`config.mk`:
```
export PLATFORM = sky130hd
export DESIGN_NAME = axis2axi_in
export DESIGN_NICKNAME = d
export VERILOG_FILES = /design/src/rtl/axis2axi_in_pkg.sv /design/src/rtl/axis2axi_in_buf.sv /design/src/rtl/axis2axi_in.sv
export SDC_FILE = /design/constraint.sdc
export NUM_CORES = 1
export LEC_CHECK = 0
export CAP_MARGIN = 20
export CORE_MARGIN = 2
export CORE_UTILIZATION = 26
export CTS_CLUSTER_DIAMETER = 80
export CTS_CLUSTER_SIZE = 12
export DETAILED_ROUTE_END_ITERATION = 16
export PLACE_DENSITY = 0.38
export SETUP_SLACK_MARGIN = 0.4
export SYNTH_ARGS = -nofsm -noshare
export SYNTH_HDL_FRONTEND = slang
export SYNTH_HIERARCHICAL = 1
export SYNTH_SLANG_ARGS = --single-unit
export TNS_END_PERCENT = 1
```
`constraint.sdc`:
```
create_clock -name clk_i -period 10.6 [get_ports clk_i]
set_clock_uncertainty 0.15 [all_clocks]
set_input_delay 2.12 -clock clk_i [delete_from_list [all_inputs] [get_ports clk_i]]
set_output_delay 2.12 -clock clk_i [all_outputs]
set_load 0.05 [all_outputs]
```
`src/rtl/axis2axi_in_pkg.sv`:
```
// Shared definitions for the AXI-Stream to AXI4 write DMA: FSM encodings,
// fixed AXI attribute values and 4 KiB boundary arithmetic.
package axis2axi_in_pkg;

  localparam logic [2:0] S_IDLE = 3'd0;
  localparam logic [2:0] S_CALC = 3'd1;
  localparam logic [2:0] S_ADDR = 3'd2;
  localparam logic [2:0] S_DATA = 3'd3;
  localparam logic [2:0] S_RESP = 3'd4;

  localparam logic [2:0] AXI_SIZE_4B = 3'd2;
  localparam logic [1:0] AXI_BURST_INCR = 2'd1;
  localparam logic [3:0] AXI_CACHE_VAL = 4'd2;
  localparam logic [2:0] AXI_PROT_VAL = 3'd2;

  localparam logic [12:0] BOUNDARY_4K = 13'h1000;

  // Number of 32-bit words between a word-aligned offset and the next 4 KiB page.
  function automatic logic [10:0] words_to_4k(input logic [11:0] offs);
    logic [12:0] bytes_left;
    bytes_left = BOUNDARY_4K - {1'b0, offs};
    return bytes_left[12:2];
  endfunction

endpackage

```
`src/rtl/axis2axi_in_buf.sv`:
```
// Synchronous FIFO between the stream input and the W channel. The level
// output lets the write FSM hold off AW until a whole burst is buffered.
module axis2axi_in_buf
  import axis2axi_in_pkg::*;
#(
  parameter int DATA_W = 32,
  parameter int PTR_W  = 5
) (
  input  logic              clk_i,
  input  logic              cke_i,
  input  logic              rst_i,
  input  logic              push_i,
  input  logic [DATA_W-1:0] data_i,
  input  logic              pop_i,
  output logic [DATA_W-1:0] data_o,
  output logic              full_o,
  output logic              empty_o,
  output logic [PTR_W:0]    level_o
);

  localparam int DEPTH = 2 ** PTR_W;
  localparam logic [PTR_W-1:0] PTR_ONE = 1;
  localparam logic [PTR_W:0]   LVL_ONE = 1;
  localparam logic [PTR_W:0]   LVL_FULL = (PTR_W + 1)'(DEPTH);

  logic [DATA_W-1:0] mem_q [DEPTH];
  logic [PTR_W-1:0]  wr_q, rd_q;
  logic [PTR_W:0]    lvl_q, lvl_d;
  logic              full_q, empty_q;
  logic              do_push, do_pop;

  assign do_push = push_i & ~full_q;
  assign do_pop  = pop_i & ~empty_q;

  // Next fill level from the push/pop pair.
  always_comb begin
    lvl_d = lvl_q;
    unique case ({do_push, do_pop})
      2'b10:   lvl_d = lvl_q + LVL_ONE;
      2'b01:   lvl_d = lvl_q - LVL_ONE;
      default: lvl_d = lvl_q;
    endcase
  end

  // Pointers, level and the registered full/empty flags.
  always_ff @(posedge clk_i) begin
    if (rst_i) begin
      wr_q    <= '0;
      rd_q    <= '0;
      lvl_q   <= '0;
      full_q  <= 1'b0;
      empty_q <= 1'b1;
    end else if (cke_i) begin
      if (do_push) wr_q <= wr_q + PTR_ONE;
      if (do_pop)  rd_q <= rd_q + PTR_ONE;
      lvl_q   <= lvl_d;
      full_q  <= (lvl_d == LVL_FULL);
      empty_q <= (lvl_d == '0);
    end
  end

  // Storage array; contents need no reset since the pointers define validity.
  always_ff @(posedge clk_i) begin
    if (cke_i && do_push) mem_q[wr_q] <= data_i;
  end

  assign data_o  = mem_q[rd_q];
  assign full_o  = full_q;
  assign empty_o = empty_q;
  assign level_o = lvl_q;

endmodule

```
`src/rtl/axis2axi_in.sv`:
```
// Stream-to-memory DMA writer: buffers AXI-Stream words and writes them out as
// AXI4 INCR bursts of at most 2**BURST_W beats that never cross 4 KiB.
module axis2axi_in
  import axis2axi_in_pkg::*;
#(
  parameter int AXI_ADDR_W = 32,
  parameter int AXI_DATA_W = 32,
  parameter int AXI_LEN_W  = 8,
  parameter int AXI_ID_W   = 1,
  parameter int BURST_W    = 4
) (
  input  logic                    clk_i,
  input  logic                    cke_i,
  input  logic                    rst_i,
  input  logic [AXI_ADDR_W-1:0]   config_in_addr_i,
  input  logic [AXI_ADDR_W-1:0]   config_in_length_i,
  input  logic                    config_in_valid_i,
  output logic                    config_in_ready_o,
  input  logic [AXI_DATA_W-1:0]   axis_in_data_i,
  input  logic                    axis_in_valid_i,
  output logic                    axis_in_ready_o,
  output logic                    error_o,
  output logic [AXI_ID_W-1:0]     axi_awid_o,
  output logic [AXI_ADDR_W-1:0]   axi_awaddr_o,
  output logic [AXI_LEN_W-1:0]    axi_awlen_o,
  output logic [2:0]              axi_awsize_o,
  output logic [1:0]              axi_awburst_o,
  output logic                    axi_awlock_o,
  output logic [3:0]              axi_awcache_o,
  output logic [2:0]              axi_awprot_o,
  output logic [3:0]              axi_awqos_o,
  output logic                    axi_awvalid_o,
  input  logic                    axi_awready_i,
  output logic [AXI_DATA_W-1:0]   axi_wdata_o,
  output logic [AXI_DATA_W/8-1:0] axi_wstrb_o,
  output logic                    axi_wlast_o,
  output logic                    axi_wvalid_o,
  input  logic                    axi_wready_i,
  input  logic [AXI_ID_W-1:0]     axi_bid_i,
  input  logic [1:0]              axi_bresp_i,
  input  logic                    axi_bvalid_i,
  output logic                    axi_bready_o
);

  localparam logic [AXI_ADDR_W-1:0] MAX_BURST = AXI_ADDR_W'(2 ** BURST_W);
  localparam logic [AXI_ADDR_W-1:0] ADDR_ONE  = 1;
  localparam logic [BURST_W:0]      BSZ_ONE   = 1;
  localparam logic [AXI_LEN_W-1:0]  LEN_ONE   = 1;

  logic [2:0]            state_q, state_d;
  logic [AXI_ADDR_W-1:0] addr_q, remain_q, length_q, accepted_q;
  logic [AXI_LEN_W-1:0]  awlen_q, beat_q;
  logic [BURST_W:0]      bsize_q;
  logic                  error_q;

  logic [AXI_ADDR_W-1:0] w4k, sz;
  logic [BURST_W:0]      sz_b;
  logic                  cfg_hs, aw_hs, w_hs, b_hs, s_hs;
  logic                  fifo_full, fifo_empty;
  logic [BURST_W+1:0]    fifo_level;
  logic                  unused_ok;

  assign unused_ok = ^{axi_bid_i, sz[AXI_ADDR_W-1:BURST_W+1]};

  generate
    if (AXI_ADDR_W >= 13) begin : g_4k
      assign w4k = AXI_ADDR_W'(words_to_4k(addr_q[11:0]));
    end else begin : g_no_4k
      assign w4k = MAX_BURST;
    end
  endgenerate

  // Burst size = min(max burst, words remaining, words to the 4 KiB page end).
  always_comb begin
    sz = MAX_BURST;
    if (remain_q < sz) sz = remain_q;
    if (w4k < sz) sz = w4k;
    sz_b = sz[BURST_W:0];
  end

  assign cfg_hs = config_in_valid_i & config_in_ready_o;
  assign aw_hs  = axi_awvalid_o & axi_awready_i;
  assign w_hs   = axi_wvalid_o & axi_wready_i;
  assign b_hs   = axi_bvalid_i & axi_bready_o;
  assign s_hs   = axis_in_valid_i & axis_in_ready_o;

  axis2axi_in_buf #(
    .DATA_W (AXI_DATA_W),
    .PTR_W  (BURST_W + 1)
  ) u_buf (
    .clk_i   (clk_i),
    .cke_i   (cke_i),
    .rst_i   (rst_i),
    .push_i  (s_hs),
    .data_i  (axis_in_data_i),
    .pop_i   (w_hs),
    .data_o  (axi_wdata_o),
    .full_o  (fifo_full),
    .empty_o (fifo_empty),
    .level_o (fifo_level)
  );

  // FSM state register.
  always_ff @(posedge clk_i) begin
    if (rst_i)      state_q <= S_IDLE;
    else if (cke_i) state_q <= state_d;
  end

  // FSM next-state logic.
  always_comb begin
    state_d = state_q;
    unique case (state_q)
      S_IDLE: if (cfg_hs && config_in_length_i != '0) state_d = S_CALC;
      S_CALC: state_d = S_ADDR;
      S_ADDR: if (aw_hs) state_d = S_DATA;
      S_DATA: if (w_hs && axi_wlast_o) state_d = S_RESP;
      S_RESP: if (b_hs) state_d = (remain_q == '0) ? S_IDLE : S_CALC;
      default: state_d = S_IDLE;
    endcase
  end

  // FSM outputs; AW waits for a fully buffered burst so W never underflows.
  always_comb begin
    config_in_ready_o = (state_q == S_IDLE);
    axi_awvalid_o     = (state_q == S_ADDR) && (fifo_level >= {1'b0, bsize_q});
    axi_wvalid_o      = (state_q == S_DATA) && !fifo_empty;
    axi_wlast_o       = (state_q == S_DATA) && (beat_q == awlen_q);
    axi_bready_o      = (state_q == S_RESP);
    axis_in_ready_o   = (state_q != S_IDLE) && (accepted_q < length_q) && !fifo_full;
  end

  // Job address/length bookkeeping, burst sizing, beat count and error flag.
  always_ff @(posedge clk_i) begin
    if (rst_i) begin
      addr_q     <= '0;
      remain_q   <= '0;
      length_q   <= '0;
      accepted_q <= '0;
      awlen_q    <= '0;
      bsize_q    <= '0;
      beat_q     <= '0;
      error_q    <= 1'b0;
    end else if (cke_i) begin
      if (cfg_hs) begin
        addr_q     <= config_in_addr_i;
        remain_q   <= config_in_length_i;
        length_q   <= config_in_length_i;
        accepted_q <= '0;
        error_q    <= 1'b0;
      end
      if (s_hs) accepted_q <= accepted_q + ADDR_ONE;
      if (state_q == S_CALC) begin
        bsize_q  <= sz_b;
        awlen_q  <= AXI_LEN_W'(sz_b - BSZ_ONE);
        remain_q <= remain_q - sz;
      end
      if (aw_hs) beat_q <= '0;
      else if (w_hs) beat_q <= beat_q + LEN_ONE;
      if (b_hs) begin
        error_q <= error_q | (axi_bresp_i != 2'b00);
        addr_q  <= addr_q + AXI_ADDR_W'({bsize_q, 2'b00});
      end
    end
  end

  assign error_o       = error_q;
  assign axi_awaddr_o  = addr_q;
  assign axi_awlen_o   = awlen_q;
  assign axi_awid_o    = '0;
  assign axi_awsize_o  = AXI_SIZE_4B;
  assign axi_awburst_o = AXI_BURST_INCR;
  assign axi_awlock_o  = 1'b0;
  assign axi_awcache_o = AXI_CACHE_VAL;
  assign axi_awprot_o  = AXI_PROT_VAL;
  assign axi_awqos_o   = 4'd0;
  assign axi_wstrb_o   = '1;

endmodule

```
==> metrics.cfg <==
[outcome]
outcome=completed

[placement]
dpl.hpwl_um=86000
portBuffers=184
post-place-ws_ns=3.66
routabilityCongestion=0.783
dp_cells=5710

[pwr]
p_leak_nw=18.6
powerDensity_mw_per_mm2=168
vdd_ir_drop_max_mv=0.159

[global_route]
grt_overflow=0
use_met2_pct=24.6
grt.busiest_layer=met2
first_global_vias=28850
use_met3_pct=2.07
grt_pass1_wl_um=213000
grt_use_total_pct=14.7
grt_max_degree=137
antenna_found_initial=8
grtUsageMet1_pct=20.3

[clocking]
cts.sink_count=1198
cts_buffer_depth=3
cts_setup_buffers=0
hold_buffers=0
cts_inserted_buffers=120
cts_tree=built
path_clk_slew_ns=0.06
cts_resized=0
root_buffer=clkbuf_16
htreeDepth=3
clock_latency_ns=0.77

[drt]
dr_total_vias=27881
ant_nets=0
drt-initial-drc-count=2076
wire_per_inst_um=24.9
dr.pass1.iters=7
wl_um=147000
drc=0
vias_per_cell=4.72

[synth]
synth_warnings=6
synth-seq-cells=1198
ys_top_cells_by_area=edfxtp_1, mux4_2, dfxtp_1
netlist_area_sq_mm=0.0508
syn_avg_cell_area_sq_um=16.6
synth_most_common_cell=edfxtp_1
synth_ff_type=edfxtp_1
yosysTopAreaCell=edfxtp_1
ys_types=91
synth_commonest_cells=edfxtp_1, mux4_2, nand2_1, nor2_1, dfxtp_1
ys_async_sr_fraction_pct=0
synth_seq_area_share_pct=67.4
synth_top_cell_area_share_pct=60.6
synth-edff-count=1024
syn_inst=3053

[die]
fp-row-count=162
dieArea_sq_mm=0.199
design.core.area_sq_mm=0.195
die_w_um=446
die_h_um=446
start_util_pct=26.1
ios=208

[timing]
report.final.hold_viol_count=0
worst_slew_pin_slew_ns=1.04
layout_setup_ws_ns=3.47
layout_min_cycle_time_ns=7.13
max-slew-margin-rel_pct=30.2
fin_setup_tns_ns=0
setup_viol=0
drv_slew=0
finalCritPeriodShare_pct=67.2
holdWs_ns=0.294
fmax_mhz=140
rsz0062_at_grt=false

[setup_path]
path_cells=buf_12, buf_4, mux4_2, mux4_2, mux2_2, clkdlybuf4s50_1
critical_path_class=flip-flop to output pin
cpMostUsedCell=mux4_2
required_ns=8.33
arrival_ns=4.86
crit_slowest_cell=clkdlybuf4s50_1
r2r_setup_slack_ns=3.63
startpoint_type=flip-flop
crit_fanout=78
slowest_delay_ns=0.84
critPathBufInv=3
cp_top_family=buffers and inverters
cp-end-kind=output pin

[final_layout]
drive_gt1_share_pct=19.5
stdcell_count=5901
fin_nets=3503
fill_cells=19189
area_growth_pct=17.7

[hold_path]
hp-class=flip-flop to flip-flop

[run]
max_cap_viol_count=0

[per-stage QoR]
stage | total power [mW] | instance area, sq um | util (%)
after floorplan | 5.84 | 51000 | -
after global placement | 6.14 | 55900 | 28.7
after detailed placement | 6.14 | 55900 | 28.7
after CTS | 10.2 | 59400 | 30.5
after global routing | 10.5 | 59700 | 30.7
final | 10.1 | 59700 | 30.7
[layout by cell type, fill, tap and decap left out, types with 27 or more instances in the layout]
master,Yosys,final
edfxtp_1,1024,1024
inv_1,73,73
dfxtp_1,174,169
clkdlybuf4s50_1,0,183
a21oi_1,135,134
and3_1,32,32
o21ai_0,70,70
buf_4,37,62
conb_1,2,49
mux4_2,320,320
nor2_1,196,167
nor3_1,36,35
nand2_1,203,202
a21o_1,45,45
clkbuf_16,0,123
a211oi_1,27,27
nand3_1,43,42
xor2_1,33,33
ha_1,92,92
xnor2_1,55,55
nor2_4,1,30
mux2_2,32,32
[final cells by class]
class / instances / area, sq um / share of cell area [%]
repair buffers: 262 / 2720 / 4.56
multi-input cells: 1647 / 15800 / 26.5
diodes: 3 / 7.51 / 0.0126
inverters: 73 / 274 / 0.459
well taps: 2542 / 3180 / 5.32
flip-flops and latches: 1198 / 34300 / 57.3
clock buffers: 150 / 3160 / 5.28
clock inverters: 26 / 344 / 0.576
[worst reg2reg max path, stage by stage, from the launching register on]
cell	delay, ns
dfxtp_1	0.34
or4_4	0.58
nor4_1	0.34
nand2b_1	0.17
nor3_1	0.32
nand2b_1	0.13
xor2_1	0.18
ha_1	0.33
nand3_1	0.19
a211o_1	0.33
a21o_1	0.20
and2_1	0.29
and3_1	0.25
a31oi_1	0.41
inv_1	0.10
ha_1	0.23
fa_1	0.42
inv_1	0.13
o311a_1	0.25
o31ai_1	0.10
o22a_1	0.26
a221o_1	0.39
a211o_1	0.33
and3_1	0.17
o21ai_1	0.15
a31oi_1	0.10
[sequential cells by signal, indices dropped and copies added (netlist names), 6 cells and up, named ones only]
signal	flops
accepted_q	32
axi_awaddr_o	32
axi_awlen_o	6
beat_q	8
length_q	32
remain_q	32
u_buf/level_o	6
u_buf/mem_q	1024
[logic make-up after synthesis]
kind of cell	Yosys count	share of synthesized area, %
buffers and inverters	255	2.28
AO/OA/AOI/OAI	412	5.39
XOR/XNOR	88	1.52
adder cells (fa/ha/maj)	94	2.35
other	2	0.0148
flip-flops	1198	67.4
AND/OR/NAND/NOR	646	6.01
multiplexers	358	15.0
[routing by layer]
metal | wire, um | vias up
li1 | - | 12462
met1 | 67300 | 14783
met2 | 72100 | 473
met3 | 4790 | 159
met4 | 2920 | 4
met5 | 22 | -
[report_power, final]
part	internal, mW	switching, mW
Combinational	0.314	0.544
Sequential	5.15	0.0419
Clock	2.14	1.87
Total	7.60	2.45
[worst paths after layout]
check | from | to | cells after the start
min reg2reg | error_o$_SDFFE_PP0P_ | error_o$_SDFFE_PP0P_ | 2
min | error_o$_SDFFE_PP0P_ | error_o$_SDFFE_PP0P_ | 2
max | flip-flop | axi_wdata_o[2] | 6
max reg2reg | axi_awaddr_o[1]$_SDFFE_PP0P_ | remain_q[24]$_SDFFE_PP0P_ | 25
Note: power is estimated with default switching activity, not from simulation.
